### src/rtl/interval_timer_ctrl.sv
// Programmable interval timer: prescaled WIDTH-bit up-counter with terminal-count
// tick, one-shot (stops in DONE) or periodic (reloads to 0) operation.
module interval_timer_ctrl #(
  parameter int WIDTH      = 4,
  parameter int PRESCALE_W = 4
) (
  input  logic                  clk,
  input  logic                  reset,
  input  logic                  start,
  input  logic                  stop,
  input  logic                  mode,
  input  logic [WIDTH-1:0]      terminal,
  input  logic [PRESCALE_W-1:0] prescale,
  output logic [WIDTH-1:0]      count,
  output logic                  tick,
  output logic                  busy,
  output logic                  done,
  output logic [1:0]            state_dbg
);

  typedef enum logic [1:0] {
    IDLE = 2'd0,
    RUN  = 2'd1,
    DONE = 2'd2
  } state_t;

  state_t                state, state_n;
  logic [WIDTH-1:0]      count_n;
  logic [PRESCALE_W-1:0] pre_cnt, pre_n;
  logic                  tick_n;
  logic [WIDTH-1:0]      terminal_q, terminal_n;
  logic [PRESCALE_W-1:0] prescale_q, prescale_n;
  logic                  mode_q, mode_n;
  logic                  advance;

  assign advance   = (state == RUN) && (pre_cnt == prescale_q);
  assign busy      = (state == RUN);
  assign done      = (state == DONE);
  assign state_dbg = state;

  // stop outranks start, and both outrank the counting path, so a stop on a
  // terminal advance suppresses the tick and freezes the pre-advance count.
  always_comb begin
    state_n    = state;
    count_n    = count;
    pre_n      = pre_cnt;
    tick_n     = 1'b0;
    terminal_n = terminal_q;
    prescale_n = prescale_q;
    mode_n     = mode_q;
    if (stop) begin
      if (state == RUN) begin
        state_n = IDLE;
        pre_n   = '0;
      end
    end else if (start) begin
      terminal_n = terminal;
      prescale_n = prescale;
      mode_n     = mode;
      count_n    = '0;
      pre_n      = '0;
      state_n    = RUN;
    end else if (state == RUN) begin
      if (advance) begin
        pre_n = '0;
        if (count == terminal_q) begin
          tick_n = 1'b1;
          if (mode_q) count_n = '0;
          else        state_n = DONE;
        end else begin
          count_n = count + WIDTH'(1);
        end
      end else begin
        pre_n = pre_cnt + PRESCALE_W'(1);
      end
    end
  end

  always_ff @(posedge clk or posedge reset) begin
    if (reset) begin
      state      <= IDLE;
      count      <= '0;
      pre_cnt    <= '0;
      tick       <= 1'b0;
      terminal_q <= '0;
      prescale_q <= '0;
      mode_q     <= 1'b0;
    end else begin
      state      <= state_n;
      count      <= count_n;
      pre_cnt    <= pre_n;
      tick       <= tick_n;
      terminal_q <= terminal_n;
      prescale_q <= prescale_n;
      mode_q     <= mode_n;
    end
  end

endmodule

### config.mk
export PLATFORM = sky130hd
export DESIGN_NAME = interval_timer_ctrl
export DESIGN_NICKNAME = d
export VERILOG_FILES = /design/src/rtl/interval_timer_ctrl.sv
export SDC_FILE = /design/constraint.sdc
export NUM_CORES = 1
export LEC_CHECK = 0
export CAP_MARGIN = 20
export CORE_AREA = 4 4 58 49
export DETAILED_ROUTE_END_ITERATION = 6
export DIE_AREA = 0 0 62 53
export GPL_ROUTABILITY_DRIVEN = 0
export GPL_TIMING_DRIVEN = 0
export PLACE_DENSITY = 0.74
export SLEW_MARGIN = 20
export SYNTH_ARGS = -nofsm -noshare
export SYNTH_HDL_FRONTEND = slang
export SYNTH_SLANG_ARGS = --single-unit
### constraint.sdc
create_clock -name clk -period 1.8 [get_ports clk]
set_clock_uncertainty 0.2 [all_clocks]
set_input_delay 0.18 -clock clk [delete_from_list [all_inputs] [get_ports clk]]
set_output_delay 0.18 -clock clk [all_outputs]
set_load 0.05 [all_outputs]
== Word-level counts from Yosys, hierarchy flattened ==
Index checks and enable logic that the tools add are counted.

* Bits in registers: 20
* Input bits: 13
* Output and inout port bits: 9
* Word-level logic and storage cells: 48

* Add/subtract/negate cells: 2
* Equal/unequal tests: 7
* Multiplexer cells: 22
* Bitwise gates (word level): 1
* Reductions and logical operators: 9

{| class="wikitable"
|+ Operator list
! cell !! count
|-
| $mux W4 || 10
|-
| $mux W2 || 7
|-
| $add A4 B1 Y4 const B || 2
|-
| $eq A4 B4 Y1 || 2
|-
| $ne A3 B3 Y1 const B || 2
|-
| $reduce_bool A3 Y1 || 2
|-
| $mux W1 || 5
|-
| $reduce_and A5 Y1 || 1
|-
| $reduce_and A2 Y1 || 2
|-
| $reduce_and A4 Y1 || 1
|-
| $reduce_bool A2 Y1 || 2
|-
| $eq A2 B1 Y1 const B || 1
|-
| $eq A2 B2 Y1 const B || 1
|-
| $ne A2 B1 Y1 const B || 1
|-
| $logic_and A1 B1 Y1 || 1
|-
| $not A1 Y1 || 1
|}

== Depth between registers and ports, before layout ==
* Depth after elaboration: 6
* Gate-level depth with buffers: 5
* Gate-level depth less buffers: 5

== Least setup slack after synthesis ==
No wires, ideal clock.

* Path kind: reg-to-reg
* From: register state[0], in the netlist state_dbg[0]
* To: register count[2]
* Setup time: 0.122 ns
* Data arrival time: 2.029 ns
* Required time: 1.478 ns
* Slack: -0.550 ns
* Stages on the path, launching flop included: 5
* Buffers on the path: 0
* Clock period less this slack: 2.350 ns
* Path through: dfrtp_1 -> nor2b_2 -> and2_2 -> o2111ai_2 -> a32o_1

* Cells in the longest elaborated chain, start to end: 4
* Elaborated cells on any way between the ends: 5
* Those cells by class: eq/ne: 1; reduce/logical: 4

{| class="wikitable"
|+ RTL lines
! element !! line !! source
|-
| from (decl) || 27 || <nowiki>state_t state, state_n;</nowiki>
|-
| from (signal assigned) || 89 || <nowiki>state <= state_n;</nowiki>
|-
| $eq A2 B1 Y1 (*) || - ||
|-
| net busy || 16 || <nowiki>output logic busy,</nowiki>
|-
| $logic_and A1 B1 Y1 || 36 || <nowiki>assign advance = (state == RUN) && (pre_cnt == prescale_q);</nowiki>
|-
| $reduce_bool A2 Y1 (no source line) || - ||
|-
| $reduce_and A4 Y1 (no source line) (*) || - ||
|-
| to (signal assigned) || 90 || <nowiki>count <= count_n;</nowiki>
|-
| to (decl) || 14 || <nowiki>output logic [WIDTH-1:0] count,</nowiki>
|}

The timed path passes the listed nets; every way through them passes the cells marked *.
A chain may end at the register's enable or synchronous reset.

== Worst setup path in the final report ==
* From: register pre_cnt[2]
* To: register state[1], in the netlist state_dbg[1]

* Cells in the longest elaborated chain, start to end: 4

{| class="wikitable"
|+ RTL lines
! element !! line !! source
|-
| from (decl) || 29 || <nowiki>logic [PRESCALE_W-1:0] pre_cnt, pre_n;</nowiki>
|-
| from (signal assigned) || 91 || <nowiki>pre_cnt <= pre_n;</nowiki>
|-
| $eq A4 B4 Y1 || 36 ||
|-
| $logic_and A1 B1 Y1 || 36 ||
|-
| $reduce_bool A3 Y1 (no source line) || - ||
|-
| $reduce_and A5 Y1 (no source line) || - ||
|}

No other way between the ends.

==> impl_metrics.yaml <==
pwr:
  cellInternalPower_w: 0.000801
  power.share.clock_pct: 17.9
  power_switching_w: 0.000495
  power.switching_fraction_pct: 38.2
  pwr-share-seq_pct: 44.8
  power_density_over_the_cells_mw_per_mm2: 874
  share_comb_of_total_power_pct: 37.3
  p_leak_nw: 0.691
  irDropWorstVdd_mv: 0.594
sta:
  final.min_clock_period_ns: 1.76
  slew_violations: 0
  finalSetupViolations: 0
  worstMarginPinSlew_ns: 0.727
  report.final.hold_viol_count: 0
  setup_repair_after_global_routing_missed_its_margin: "yes"
  setup_tns_ns: 0
  relSlewSlack_pct: 51.5
  fin_crit_sh_pct: 97.9
  max_clock_freq_mhz: 567
final_layout:
  final_core_util_pct: 63.3
  area.sequential_um2: 509
  diodes: 0
  multiInputGateArea_um2: 609
  layout.nets: 165
  layout.filler_cells: 190
  final_layout_size_suffix_gt1_share_pct: 24.2
  area_growth_syn_to_layout_pct: 38.4
cts:
  numClockSinks: 20
  cts-root-buf: "sky130_fd_sc_hd__clkbuf_4"
  hold_buffers: 0
  cts_tree: "yes"
  clock_tree.buffer_depth: 2
  cts.clk_slew.worst_paths_ns: 0.12
  htreeDepth: 1
  cts-buffers-inserted: 3
  worstSkewPairLatency_ns: 0.32
critical_path:
  critical_path.startpoint_type: "flip-flop"
  arrival_ns: 1.81
  timing.setup.critical_path_class: "reg2reg"
  crit_fanout: 5
  end_kind: "flip-flop"
  data_required_time_at_the_worst_endpoint_ns: 1.84
  launching_instance_or_port_of_the_critical_path: "pre_cnt[2]$_DFFE_PP0P_"
  rr_startpoint: "pre_cnt[2]$_DFFE_PP0P_"
floorplanning:
  initial_core_util_pct: 45.7
  area_of_the_core_mm2: 0.00234
  die_area_mm2: 0.00329
  floorplan.die.height_um: 53
  overall_die_width_um: 62
  design.portCount: 22
  rows: 16
run:
  cap_violations: 0
synthesis:
  synthCells: 116
  synth-seq-area-share_pct: 46.7
  count_of_yosys_warnings_during_synthesis: 0
  synth_area_per_cell_um2: 9.23
  synth_seq_cells: 20
  synth_fp_nets: 131
  syn-cell-area_mm2: 0.00107
  synthDistinctLibCells: 31
placed_design:
  detailedPlacementHpwl_um: 1670
  placement.io_buffers: 21
global_route:
  grt_start_max_net_pins: 21
  track_usage_pct: 16.5
  grt_pass1_vias: 910
  grt_first_pass_wirelength_um: 3970
  antenna_violations_before_repair: 0
  globalRoute.totalOverflow: 0
outcome:
  status: "complete, no violations"
routing:
  wl_per_cell_um: 14.1
  drt-vias-per-instance: 5.40
  drcViolationCount: 0
  routed-via-count: 951
  drt_iter0_drc: 37
  number_of_antenna_violating_nets_in_the_routed_design: 0
  totalWireLength_um: 2480
  drt_pre_antenna_iters: 5
hold_path:
  min_path_type: "in2async"
## critical path, stage by stage, from the launching register on
cell	delay, ns
sky130_fd_sc_hd__dfrtp_1	0.44
sky130_fd_sc_hd__xor2_2	0.21
sky130_fd_sc_hd__nor3_4	0.19
sky130_fd_sc_hd__buf_6	0.15
sky130_fd_sc_hd__nand2_2	0.08
sky130_fd_sc_hd__nor4_2	0.26
sky130_fd_sc_hd__o22a_1	0.17
## synthesized netlist by cell type (all sizes together)
| cell type | instances | area share, % |
|---|---|---|
| a41oi | 1 | 0.82 |
| dfrtp | 20 | 47 |
| nand4 | 1 | 1.2 |
| mux2i | 2 | 1.9 |
| xor2 | 3 | 3.2 |
| nor2 | 4 | 1.4 |
| and2 | 1 | 0.70 |
| o211ai | 1 | 0.70 |
| nand4b | 1 | 0.82 |
| o22ai | 2 | 1.2 |
| nor4 | 3 | 1.8 |
| nor2b | 3 | 2.0 |
| inv | 8 | 2.8 |
| o311ai | 1 | 1.5 |
| nor3 | 1 | 1.5 |
| xnor2 | 5 | 4.1 |
| a21boi | 1 | 1.1 |
| ha | 2 | 2.3 |
| a21oi | 2 | 0.93 |
| and4 | 1 | 0.82 |
| o22a | 1 | 0.82 |
| o2111ai | 1 | 1.4 |
| nand2 | 36 | 13 |
| nand3 | 6 | 2.8 |
| a32o | 1 | 0.93 |
| clkbuf | 2 | 0.70 |
| o21ai | 6 | 3.2 |
## what timing repair did
action,CTS,global route
setup buffers,4,4
endpoints found under the setup margin,11,7
pin swaps,2,9
resized for setup,12,10
## power by group through the flow
| stage | registers [W] | clock network (W) | logic [W] |
|---|---|---|---|
| final | 0.000581 | 0.000232 | 0.000483 |
| after global routing | 0.000589 | 0.000247 | 0.000521 |
| after CTS | 0.000567 | 0.000231 | 0.000429 |
| after detailed placement | 0.000580 | 0 | 0.000414 |
| after global placement | 0.000577 | 0 | 0.000407 |
| after floorplan | 0.000645 | 0 | 0.000219 |
## cell type report
type / instances / share of cell area [%]
sequential: 20 / 34.3
buffer: 2 / 0.506
timing repair buffer: 29 / 18.0
multi-input combinational: 86 / 41.1
inverter: 8 / 2.03
tap: 27 / 2.28
clock buffer: 4 / 1.77
## routing by layer
metal / GRT usage, % / up-vias / part of all wire [%]
met5: 0 / - / 0
met4: 9.54 / 0 / 2.1
met3: 4.15 / 7 / 6.6
met2: 23.8 / 42 / 45
met1: 22.1 / 444 / 46
li1: - / 458 / -
## flip-flops by register name (all words and copies together) (netlist names)
name	flops
count	4
mode_q	1
pre_cnt	4
prescale_q	4
state_dbg	2
terminal_q	4
tick	1
## cell usage in the layout, fill, tap and decap left out, types with 2 or more instances in the layout
cell type,synthesis,routed
sky130_fd_sc_hd__nand2_1,35,35
sky130_fd_sc_hd__dfrtp_1,20,13
sky130_fd_sc_hd__clkdlybuf4s50_1,0,12
sky130_fd_sc_hd__inv_1,8,8
sky130_fd_sc_hd__dfrtp_2,0,7
sky130_fd_sc_hd__dlygate4sd2_1,0,7
sky130_fd_sc_hd__buf_4,0,7
sky130_fd_sc_hd__nand3_1,6,6
sky130_fd_sc_hd__o21ai_0,5,5
sky130_fd_sc_hd__xnor2_2,0,4
sky130_fd_sc_hd__nor2_1,4,4
sky130_fd_sc_hd__xor2_2,1,3
sky130_fd_sc_hd__clkbuf_1,2,3
sky130_fd_sc_hd__clkbuf_4,0,3
sky130_fd_sc_hd__nor4_1,3,2
sky130_fd_sc_hd__nor2b_1,2,2
sky130_fd_sc_hd__mux2i_1,2,2
sky130_fd_sc_hd__a21oi_1,2,2
sky130_fd_sc_hd__o22ai_1,2,2
sky130_fd_sc_hd__ha_1,2,2
## metrics by stage
stage	cell area [µm²]	hold WS [ns]	total power (W)	setup WS, ns	instances
final	1480	0.0777	0.00130	0.0376	176
after detailed placement	1340	0.284	0.000994	-0.149	164
after CTS	1390	0.130	0.00123	0.00663	172
after global routing	1480	0.170	0.00136	-0.0514	176
after global placement	1340	0.284	0.000983	-0.114	164
after floorplan	1100	-0.0566	0.000864	-0.115	116
## cells by family after synthesis
| kind of cell | count (synthesis) | synth area share [%] |
|---|---|---|
| compound gates | 17 | 12.5 |
| xor+xnor | 8 | 7.24 |
| fa+ha+maj | 2 | 2.34 |
| buf+inv | 10 | 3.51 |
| flops | 20 | 46.7 |
| mux | 2 | 1.87 |
| simple gates | 57 | 25.8 |
## worst paths after layout
kind	endpoint	cells after the start	slack, ns
setup / recovery	state_dbg[1]$_DFFE_PP0P_	6	0.04
min in group clk	terminal_q[1]$_DFFE_PP0P_	3	0.18
max in group asynchronous	state_dbg[1]$_DFFE_PP0P_	2	0.80
hold reg to reg	prescale_q[1]$_DFFE_PP0P_	2	0.32
hold / removal	terminal_q[3]$_DFFE_PP0P_	2	0.08
setup reg to reg	state_dbg[1]$_DFFE_PP0P_	6	0.04
Note: power is estimated with default switching activity, not from simulation.
